**src/rtl/snake_dir_arbiter.sv**
```systemverilog
// Turns debounced direction buttons into one committed snake heading, releasing at most one per tick.
// Define SNAKE_DIR_QUEUE_EN for a 2-entry request FIFO; otherwise a single overwritable slot is used.
module snake_dir_arbiter #(
  parameter logic [1:0] INIT_DIR = 2'b11
) (
  input  logic       clk,
  input  logic       rst,
  input  logic       btn_up,
  input  logic       btn_down,
  input  logic       btn_left,
  input  logic       btn_right,
  input  logic       tick,
  output logic [1:0] dir,
  output logic       dir_update,
  output logic [1:0] q_count,
  output logic       overflow
);

  logic [3:0] btn, prev, press;
  logic [1:0] cand, tail, head;
  logic       any_press, valid, pop, push;
  logic [1:0] dir_nxt, head_nxt, count_nxt;
  logic       update_nxt, overflow_nxt;
`ifdef SNAKE_DIR_QUEUE_EN
  logic [1:0] slot, slot_nxt;
`endif

  assign btn   = {btn_up, btn_down, btn_left, btn_right};
  assign press = btn & ~prev;

  // Fixed priority up > down > left > right; losers are simply dropped.
  always_comb begin
    cand      = 2'b00;
    any_press = 1'b1;
    if (press[3])      cand = 2'b00;
    else if (press[2]) cand = 2'b01;
    else if (press[1]) cand = 2'b10;
    else if (press[0]) cand = 2'b11;
    else               any_press = 1'b0;
  end

  always_comb begin
    dir_nxt      = dir;
    head_nxt     = head;
    count_nxt    = q_count;
    update_nxt   = 1'b0;
    overflow_nxt = overflow;
`ifdef SNAKE_DIR_QUEUE_EN
    slot_nxt = slot;
    tail     = (q_count == 2'd2) ? slot : (q_count == 2'd1) ? head : dir;
`else
    tail     = dir;
`endif
    valid = any_press && (cand != tail) && (cand != (tail ^ 2'b01));
    pop   = tick && (q_count != 2'd0);
`ifdef SNAKE_DIR_QUEUE_EN
    push         = valid && ((q_count != 2'd2) || tick);
    overflow_nxt = overflow | (valid & ~push);
`else
    push         = valid;
    overflow_nxt = 1'b0;
`endif
    if (pop) begin
      dir_nxt    = head;
      update_nxt = (head != dir);
    end
`ifdef SNAKE_DIR_QUEUE_EN
    // A pop only ever sees pre-edge contents, so a same-edge push lands behind it.
    case ({pop, push})
      2'b10: begin
        head_nxt  = slot;
        count_nxt = q_count - 2'd1;
      end
      2'b01: begin
        if (q_count == 2'd0) head_nxt = cand;
        else                 slot_nxt = cand;
        count_nxt = q_count + 2'd1;
      end
      2'b11: begin
        if (q_count == 2'd1) begin
          head_nxt = cand;
        end else begin
          head_nxt = slot;
          slot_nxt = cand;
        end
      end
      default: ;
    endcase
`else
    if (push) begin
      head_nxt  = cand;
      count_nxt = 2'd1;
    end else if (pop) begin
      count_nxt = 2'd0;
    end
`endif
  end

  always_ff @(posedge clk or posedge rst) begin
    if (rst) begin
      prev       <= 4'b1111;
      dir        <= INIT_DIR;
      head       <= 2'b00;
      q_count    <= 2'd0;
      dir_update <= 1'b0;
      overflow   <= 1'b0;
`ifdef SNAKE_DIR_QUEUE_EN
      slot       <= 2'b00;
`endif
    end else begin
      prev       <= btn;
      dir        <= dir_nxt;
      head       <= head_nxt;
      q_count    <= count_nxt;
      dir_update <= update_nxt;
      overflow   <= overflow_nxt;
`ifdef SNAKE_DIR_QUEUE_EN
      slot       <= slot_nxt;
`endif
    end
  end

endmodule
```
**config.mk**
```make
export PLATFORM = sky130hd
export DESIGN_NAME = snake_dir_arbiter
export DESIGN_NICKNAME = d
export VERILOG_FILES = /design/src/rtl/snake_dir_arbiter.sv
export SDC_FILE = /design/constraint.sdc
export NUM_CORES = 1
export LEC_CHECK = 0
export CAP_MARGIN = 40
export CELL_PAD_IN_SITES_DETAIL_PLACEMENT = 1
export CELL_PAD_IN_SITES_GLOBAL_PLACEMENT = 2
export CORE_MARGIN = 4
export CORE_UTILIZATION = 31
export CTS_CLUSTER_DIAMETER = 150
export DETAILED_ROUTE_END_ITERATION = 10
export PLACE_DENSITY = 0.77
export SETUP_SLACK_MARGIN = 0.05
export SYNTH_ARGS = -nofsm -noshare
export SYNTH_HDL_FRONTEND = slang
export SYNTH_SLANG_ARGS = --single-unit
```
**constraint.sdc**
```tcl
create_clock -name clk -period 2.45 [get_ports clk]
set_input_delay 0.6125 -clock clk [delete_from_list [all_inputs] [get_ports clk]]
set_output_delay 0.6125 -clock clk [all_outputs]
set_load 0.02 [all_outputs]
```
Word-level counts from Yosys, hierarchy flattened
Cells that the tools add are included.

Flip-flop bits (word level): 11. Bits in latches: 0. Memory bits (writable): 0. Bits in read-only memories: 0. Input port bits: 7. Output and inout port bits: 6. Memories kept: 0.

Add/subtract/negate cells: 0. Multipliers: 0. Div/mod/pow operators: 0. Order comparisons: 0. Equality and inequality tests: 3. Shift-type cells: 0. Multiplexer cells: 11. Bitwise operators: 3. Reductions and logical operators: 5.

Operators by type and width (number): $mux W2 (6); $ne A2 B2 Y1 (3); $mux W1 (5); $and A4 B4 Y4 (1); $not A4 Y4 (1); $reduce_bool A2 Y1 (2); $logic_and A1 B1 Y1 (3); $not A1 Y1 (1).

Longest topological paths before layout
Gate-level depths: netlist of the first run.

Word-level depth: 10. Mapped depth: 4. Gate-level depth less buffers: 4.

Least setup slack after synthesis of the first run
No wires, ideal clock.

Path type: input-to-reg. Start: input btn_up. End: register head[0]. Library setup time: 0.137 ns. Data arrival time: 1.163 ns. Required time: 2.313 ns. Setup slack: 1.149 ns. Stages on the path: 4. Path buffers: 0. Cells stage by stage: nor2b_4 -> a211oi_2 -> or3b_1 -> o221ai_1.

Cells in the longest elaborated chain, start to end: 5.

RTL lines: start, declared (RTL line 8) `input logic btn_up,`; $and A4 B4 Y4 (*) (RTL line 29) `assign press = btn & ~prev;`; $mux W2 (RTL line 35) `if (press[3]) cand = 2'b00;`; $ne A2 B2 Y1 (RTL line 54) `valid = any_press && (cand != tail) && (cand != (tail ^ 2'b01));`; $logic_and A1 B1 Y1 (2 in series) (RTL line 54); end signal, assigned (RTL line 113) `head <= head_nxt;`; end, declared (RTL line 20) `logic [1:0] cand, tail, head;`.

Every way passes the cells marked *; elsewhere a longest branch is shown, timed or not. A chain may end at the register's enable or synchronous reset.

Worst setup path in the final report of the first run
Start: register dir[1]. End: output dir[1].

RTL lines: start, declared (RTL line 13) `output logic [1:0] dir,`; start signal, assigned (RTL line 112) `dir <= dir_nxt;`.

No word-level cell between the ends.

==> results.py, run 1 <==
metrics = {
    "pwr": {
        "p_switching_mw": 0.202,
        "power_leakage_nw": 0.265,
        "ir_worst_vdd_mv": 0.537,
        "power_frac_seq_pct": 43.5,
        "p_int_mw": 0.436,
        "power_density_nw_per_um2": 1040,
        "p_comb_share_pct": 33.8,
        "switching_share_pct": 31.7,
        "clkPwrFrac_pct": 22.7,
    },
    "synth": {
        "synth_warnings": 0,
        "synthCells": 39,
        "netlist.area_leader.share_pct": 32.4,
        "synth_xor_xnor_area_share_pct": 3.60,
        "synthSimpleGateAreaFrac_pct": 19.0,
        "synth_cell_types": 22,
        "yosys.area_share.adder_pct": 0,
        "synth_top_family_by_area": "simple AND/OR/NAND/NOR gates",
        "synth_top_area_cell": "dfstp_2",
        "avgSynthCellArea_um2": 12.5,
        "ys_top_cells_by_area": "dfstp_2, dfrtp_1, nand2b_4, nor2b_4, buf_12",
        "ys_ff_latch": 10,
        "syn_area_um2": 487,
        "synth-compound-area-share_pct": 9.77,
        "synth.area.mux_share_pct": 4.37,
        "seq_area_frac_synth_pct": 53.0,
    },
    "floorplan": {
        "die_y_um": 47.6,
        "fp.coreArea_um2": 1490,
        "die_w_um": 47.6,
        "io_pins": 13,
        "fp.dieArea_um2": 2270,
        "start_util_pct": 32.7,
        "num_rows": 14,
    },
    "sta": {
        "period_share_pct": 86.3,
        "drv_slew": 0,
        "setup-violations-final": 0,
        "hold_viol": 0,
        "whs_ps": 548,
        "skew_ps": 6.41,
        "fmax_ghz": 0.473,
        "tns_ps": 0,
        "post-route-min-period_ps": 2110,
        "rsz0062_at_grt": "no",
    },
    "hold_path": {
        "holdPathEnd": "q_count[0]",
        "min-delay-path-class": "reg2reg",
        "whs_path_depth": 2,
        "worstHoldStart": "q_count[0]",
    },
    "finish": {
        "drive_above_1_share_pct": 31.4,
        "insertedDiodeCount": 0,
        "areaGrowthSynthToFinish_pct": 25.7,
        "instances_no_fill": 67,
        "layout.nets": 59,
        "n_fill_cell": 163,
    },
    "clock_tree": {
        "cts_resized": 0,
        "cts-hold-fix-buffers": 0,
        "path_clk_slew_ps": 60,
        "cts_tree": "built",
        "clk_path_buf_depth": 2,
        "htree_levels": 1,
        "numCtsBuffers": 3,
        "cts.sinks": 10,
        "cts-root-buf": "clkbuf_4",
        "postCtsSetupBuffers": 0,
        "clk_latency_ps": 260,
    },
    "worst_setup_path": {
        "ff2ff_path_depth": 4,
        "critical_path.top_delay_family": "buffers and inverters",
        "crit_path_end_kind": "output port",
        "r2r-end": "head[0]",
        "rrSetupSlack_ps": 1210,
        "cp.arrival_ps": 1500,
        "path_class": "reg2out",
        "slowest_delay_ps": 630,
        "path_cells": "clkdlybuf4s50_1",
        "crit_slowest_cell": "clkdlybuf4s50_1",
        "timing.rr.start": "prev[3]",
        "path_max_fanout": 9,
        "required_ps": 1840,
        "path_buf_inv": 1,
        "startpoint_type": "register",
        "crit_cells": 1,
    },
    "routing": {
        "ant_nets": 0,
        "wl_per_cell_um": 11.9,
        "vias": 305,
        "vias_per_cell": 4.55,
        "dr.pass1.iters": 4,
        "finalWirelength_um": 798,
        "drc": 0,
        "initialDrtViolationCount": 1,
    },
    "grt": {
        "grt_pass1_wl_um": 1300,
        "grtUsageTotal_pct": 8.46,
        "grt_pass1_vias": 295,
        "grt_max_degree": 11,
        "antenna_found_initial": 0,
        "grt.overflow.total": 0,
    },
    "place": {
        "place.port_buffers": 10,
        "dp_hpwl_um": 612,
        "gp_congestion": 0.640,
        "placed_cells": 63,
    },
    "run_status": {
        "status": "completed",
    },
    "flow_run": {
        "drv_cap": 0,
    },
}
-- registers in the layout, summed over array words and instances, names as in the netlist --
register    count
dir_update      1
dir             2
prev            4
head            2
q_count         1
-- kinds of logic (layout without fill, tap and decap cells) --
family	count (synthesis)	in the layout
other cells	1	2
simple gates	11	11
xor+xnor	2	2
buf+inv	6	17
mux	2	2
compound gates	7	7
flops	10	10
-- power by group through the flow --
stage / Clock (mW) / Combinational (mW) / Sequential (mW)
after floorplan: 0 / 0.147 / 0.300
after global routing: 0.162 / 0.234 / 0.288
after CTS: 0.154 / 0.218 / 0.279
final: 0.145 / 0.216 / 0.278
after global placement: 0 / 0.215 / 0.280
after detailed placement: 0 / 0.217 / 0.282
-- stage by stage --
stage | util [%] | area, µm² | worst slack [ps] | power (mW)
final | 41.1 | 612 | 335 | 0.638
after global routing | 41.1 | 612 | 275 | 0.684
after CTS | 41.1 | 612 | 314 | 0.651
after detailed placement | 38.7 | 576 | 556 | 0.499
after global placement | 38.7 | 576 | 566 | 0.496
after floorplan | - | 490 | 1150 | 0.447
-- layout make-up --
| cell class | instances | area [µm²] | share of cell area (%) |
|---|---|---|---|
| repair buffers | 10 | 100 | 16.4 |
| flip-flops and latches | 10 | 258 | 42.1 |
| well taps | 16 | 20.0 | 3.27 |
| inverters | 3 | 11.3 | 1.84 |
| clock buffers | 4 | 36.3 | 5.93 |
| multi-input cells | 24 | 186 | 30.5 |
-- worst register-to-register path: cells and delay by family, from the launching register on --
family           cells  cell delay [ps]
AO/OA/AOI/OAI        2              370
flip-flops           1              550
AND/OR/NAND/NOR      2              210
-- cell usage after synthesis (all sizes together) --
cell type,instances
dfstp,6
dfrtp,4
buf,3
inv,3
nand2,3
a21oi,2
nand2b,2
nor2b,2
o21ai,2
xnor2,2
a211oi,1
conb,1
mux2,1
mux2i,1
nor2,1
nor3b,1
o221ai,1
o22ai,1
or2,1
or3b,1
-- placed cells by master, fill, tap and decap left out, drive strengths merged, types with 2 or more instances in the layout --
cell type,netlist,final
a21oi,2,2
clkbuf,0,4
clkdlybuf4s50,0,10
conb,1,2
dfrtp,4,4
dfstp,6,6
inv,3,3
nand2,3,3
nand2b,2,2
nor2b,2,2
o21ai,2,2
xnor2,2,2
-- worst max-delay path by stage --
stage               startpoint  endpoint
floorplan               btn_up   head[0]
global placement      btn_left   head[0]
detailed placement    btn_left   head[0]
CTS                     dir[1]    dir[1]
global route            dir[1]    dir[1]
finish                  dir[1]    dir[1]
-- per-layer routing --
metal  track usage [%]  vias to the layer above  routed length (µm)
li1                  -                      148                   -
met1              11.0                      148                 381
met3              5.64                        0                  66
met5                 0                        -                   0
met2              11.8                        9                 349
met4              1.61                        0                   0
(Power assumes the default switching activity.)
==> run 2: changes to the inputs <==
Settings changed: GPL_ROUTABILITY_DRIVEN from default to 0, MAX_ROUTING_LAYER from default to met4.
==> run 2 against run 1 <==
Against the previous run:
- combinational power is essentially flat
- first-iteration DRC count is the same
- clock-buffer cell count is the same
- global-route usage grew 0.27 points
- routed wire length is the same
- sequential share of layout area is the same
- register-to-register slack is essentially flat
- critical endpoint unchanged
- largest cell class unchanged
==> results.py, run 2 (synthesized netlist as in run 1, its figures left out) <==
metrics = {
    "worst_setup_path": {
        "crit_slowest_cell": "clkdlybuf4s50_1",
        "cp.arrival_ps": 1500,
        "crit_path_end_kind": "output port",
        "critical_path.top_delay_family": "buffers and inverters",
        "startpoint_type": "register",
        "path_cells": "clkdlybuf4s50_1",
        "slowest_delay_ps": 630,
        "required_ps": 1840,
        "path_max_fanout": 9,
        "path_buf_inv": 1,
        "path_class": "reg2out",
    },
    "sta": {
        "post-route-min-period_ps": 2110,
        "fmax_ghz": 0.473,
        "rsz0062_at_grt": "no",
        "hold_viol": 0,
        "drv_slew": 0,
        "tns_ps": 0,
        "setup-violations-final": 0,
        "skew_ps": 6.57,
        "period_share_pct": 86.3,
    },
    "clock_tree": {
        "clk_latency_ps": 260,
        "clk_path_buf_depth": 2,
        "numCtsBuffers": 3,
        "cts_resized": 0,
        "cts.sinks": 10,
        "htree_levels": 1,
        "cts-hold-fix-buffers": 0,
        "cts_tree": "built",
        "path_clk_slew_ps": 60,
        "cts-root-buf": "clkbuf_4",
        "postCtsSetupBuffers": 0,
    },
    "routing": {
        "initialDrtViolationCount": 1,
        "vias_per_cell": 4.58,
        "wl_per_cell_um": 11.9,
        "dr.pass1.iters": 4,
        "vias": 307,
        "drc": 0,
        "finalWirelength_um": 798,
        "ant_nets": 0,
    },
    "grt": {
        "grt_pass1_wl_um": 1300,
        "grt_pass1_vias": 293,
        "grt.overflow.total": 0,
        "antenna_found_initial": 0,
        "grt_max_degree": 11,
        "grtUsageTotal_pct": 8.72,
    },
    "floorplan": {
        "die_y_um": 47.6,
        "die_w_um": 47.6,
        "num_rows": 14,
        "fp.coreArea_um2": 1490,
        "start_util_pct": 32.7,
        "fp.dieArea_um2": 2270,
        "io_pins": 13,
    },
    "flow_run": {
        "drv_cap": 0,
    },
    "finish": {
        "layout_commonest_cell": "clkdlybuf4s50_1",
        "regMostFlops": "prev",
        "drive_above_1_share_pct": 31.4,
        "largest_reg_flops": 4,
        "insertedDiodeCount": 0,
        "layout.nets": 59,
        "final_cell_mix": "clkdlybuf4s50_1, dfstp_2, dfrtp_1",
        "areaGrowthSynthToFinish_pct": 25.7,
        "largestRegisters": "prev x4, dir x2, head x2",
    },
    "place": {
        "dp_hpwl_um": 612,
        "place.port_buffers": 10,
    },
    "pwr": {
        "ir_worst_vdd_mv": 0.536,
        "power_density_nw_per_um2": 1040,
        "power_leakage_nw": 0.265,
        "power_mw": 0.638,
    },
    "run_status": {
        "status": "completed",
    },
    "hold_path": {
        "min-delay-path-class": "reg2reg",
    },
}
run 2: cell counts in the layout (fill, tap and decap cells not counted):
Identical to the previous run, type by type.
run 2: worst paths after layout:
path	start	end	slack [ps]	depth (start not counted)
min in group asynchronous	rst	head[0]	620	2
min reg2reg	q_count[0]	q_count[0]	550	2
max in group asynchronous	rst	prev[3]	1510	2
min	q_count[0]	q_count[0]	550	2
max reg2reg	prev[3]	head[0]	1210	4
max	dir[1]	dir[1]	340	1
run 2: metal layers:
metal / part of all wire [%] / track usage, %
met1: 48 / 11.0
met2: 43 / 11.8
met3: 8.6 / 5.64
met4: 0 / 1.61
met5: 0 / -
run 2: area by class of cell:
type | count | area [µm²]
multi-input cells | 24 | 186
inverters | 3 | 11.3
fillers | 163 | 877
flip-flops and latches | 10 | 258
repair buffers | 10 | 100
well taps | 16 | 20.0
clock buffers | 4 | 36.3
run 2: where the power goes:
| group | switching, mW | leakage, nW | internal [mW] |
|---|---|---|---|
| Combinational | 0.0969 | 0.132 | 0.119 |
| Clock | 0.0547 | 0.0210 | 0.0901 |
| Sequential | 0.0504 | 0.112 | 0.227 |
| Total | 0.202 | 0.265 | 0.436 |
run 2: through the flow:
stage	utilization, %	cells	cell area [µm²]	hold WS [ps]	setup WS, ps
after detailed placement	38.7	63	576	547	556
after global placement	38.7	63	576	539	566
final	41.1	67	612	548	335
after CTS	41.1	67	612	556	314
after floorplan	-	40	490	448	1150
after global routing	41.1	67	612	577	275
run 2: tightest hold or removal path, stage by stage (launching register included):
cell and delay, ps:
dfrtp_1 400, inv_1 60, o21ai_1 60
==> run 3: changes to the inputs <==
Settings changed: CORE_UTILIZATION 31 to 26, PLACE_DENSITY 0.77 to 0.68.
Clock period 2.45 ns to 1.7 ns, I/O delays scaled along.
==> run 3 against run 2 <==
Against the previous run:
- worst hold slack lost 100 ps
- cell area rose by 5.3%
- clock-buffer cell count is the same
- critical path type unchanged
- critical endpoint is now dir[0]
- highest routed layer is now met4
==> results.py, run 3 (synthesized netlist as in run 1, its figures left out) <==
metrics = {
    "run_status": {
        "status": "completed",
    },
    "worst_setup_path": {
        "slowest_delay_ps": 540,
        "rrSetupSlack_ps": 410,
        "path_cells": "dlygate4sd2_1",
        "crit_path_start": "dir[0]",
        "crit_slowest_cell": "dfstp_2",
        "path_buf_inv": 1,
        "cp.arrival_ps": 1140,
        "crit_path_end_kind": "output port",
        "r2r-end": "head[0]",
        "path_class": "reg2out",
        "startpoint_type": "register",
        "ff2ff_path_depth": 4,
        "path_max_fanout": 3,
        "timing.rr.start": "prev[3]",
        "required_ps": 1270,
        "critical_path.top_delay_family": "flip-flops",
    },
    "routing": {
        "vias_per_cell": 4.05,
        "vias": 320,
        "initialDrtViolationCount": 1,
        "drc": 0,
        "wl_per_cell_um": 11.9,
        "dr.pass1.iters": 2,
        "ant_nets": 0,
        "finalWirelength_um": 937,
    },
    "clock_tree": {
        "clk_latency_ps": 270,
        "numCtsBuffers": 3,
        "htree_levels": 1,
        "cts.sinks": 10,
        "cts_resized": 3,
        "postCtsSetupBuffers": 0,
        "cts-hold-fix-buffers": 0,
        "clk_path_buf_depth": 2,
        "cts-root-buf": "clkbuf_4",
        "cts_tree": "built",
        "path_clk_slew_ps": 70,
    },
    "pwr": {
        "power_leakage_nw": 0.301,
        "switching_share_pct": 33.5,
        "ir_worst_vdd_mv": 0.559,
        "p_comb_share_pct": 36.8,
        "p_switching_mw": 0.314,
        "power_density_nw_per_um2": 1450,
        "clkPwrFrac_pct": 23.5,
        "power_frac_seq_pct": 39.7,
        "power_mw": 0.936,
        "p_int_mw": 0.622,
    },
    "finish": {
        "largest_reg_flops": 4,
        "final_core_util_pct": 36.9,
        "final_cell_mix": "dfstp_2, clkdlybuf4s50_1, dfrtp_1",
        "largestRegisters": "prev x4, dir x2, head x2",
        "regMostFlops": "prev",
        "layout.nets": 62,
        "areaGrowthSynthToFinish_pct": 32.4,
        "drive_above_1_share_pct": 35.2,
        "insertedDiodeCount": 0,
    },
    "floorplan": {
        "die_y_um": 51.3,
        "num_rows": 15,
        "die_w_um": 51.3,
        "start_util_pct": 27.9,
        "io_pins": 13,
        "fp.dieArea_um2": 2630,
        "fp.coreArea_um2": 1750,
    },
    "grt": {
        "grt_pass1_wl_um": 1650,
        "grt_max_degree": 11,
        "grtUsageTotal_pct": 9.02,
        "grt.overflow.total": 0,
        "antenna_found_initial": 0,
        "grt_pass1_vias": 357,
    },
    "sta": {
        "post-route-min-period_ps": 1560,
        "setup-violations-final": 0,
        "hold_viol": 0,
        "rsz0062_at_grt": "no",
        "skew_ps": 3.86,
        "period_share_pct": 91.8,
        "drv_slew": 0,
        "fmax_ghz": 0.641,
    },
    "place": {
        "place.port_buffers": 10,
        "dp_hpwl_um": 702,
    },
    "hold_path": {
        "min-delay-path-class": "in2async",
    },
    "flow_run": {
        "drv_cap": 0,
    },
}
-- run 3: stage by stage --
stage | hold WS [ps] | setup TNS, ps | area, µm² | setup WS [ps] | cells
2_1_floorplan | 261 | 0 | 490 | 541 | 40
3_3_place_gp | 529 | -8.96 | 609 | -8.96 | 75
3_5_place_dp | 537 | -118 | 609 | -81.1 | 75
4_1_cts | 460 | 0 | 642 | 79.5 | 79
5_1_grt | 491 | 0 | 644 | 97.1 | 79
6_report | 448 | 0 | 644 | 139 | 79
-- run 3: area by class of cell --
class / count / area [µm²]
tap: 25 / 31.3
sequential: 10 / 258
timing repair buffer: 13 / 121
fill: 210 / 1100
inverter: 3 / 11.3
clock buffer: 4 / 36.3
multi-input combinational: 24 / 186
-- run 3: how the worst max path moves through the flow --
stage	to	cells after the start
4_1_cts	dir_update	1
5_1_grt	dir[0]	1
2_1_floorplan	head[0]	4
3_5_place_dp	head[0]	5
6_report	dir[0]	1
3_3_place_gp	head[0]	5
-- run 3: power by group through the flow --
stage	clock, mW	combinational (mW)	sequential (mW)
floorplan	0	0.212	0.432
global placement	0	0.360	0.377
detailed placement	0	0.374	0.379
CTS	0.225	0.354	0.374
global route	0.238	0.383	0.387
finish	0.220	0.344	0.372
-- run 3: per-layer routing --
layer	GRT usage, %	wire length, µm
met1	9.50	417
met2	14.6	451
met3	4.08	59
met4	3.93	8
met5	-	0
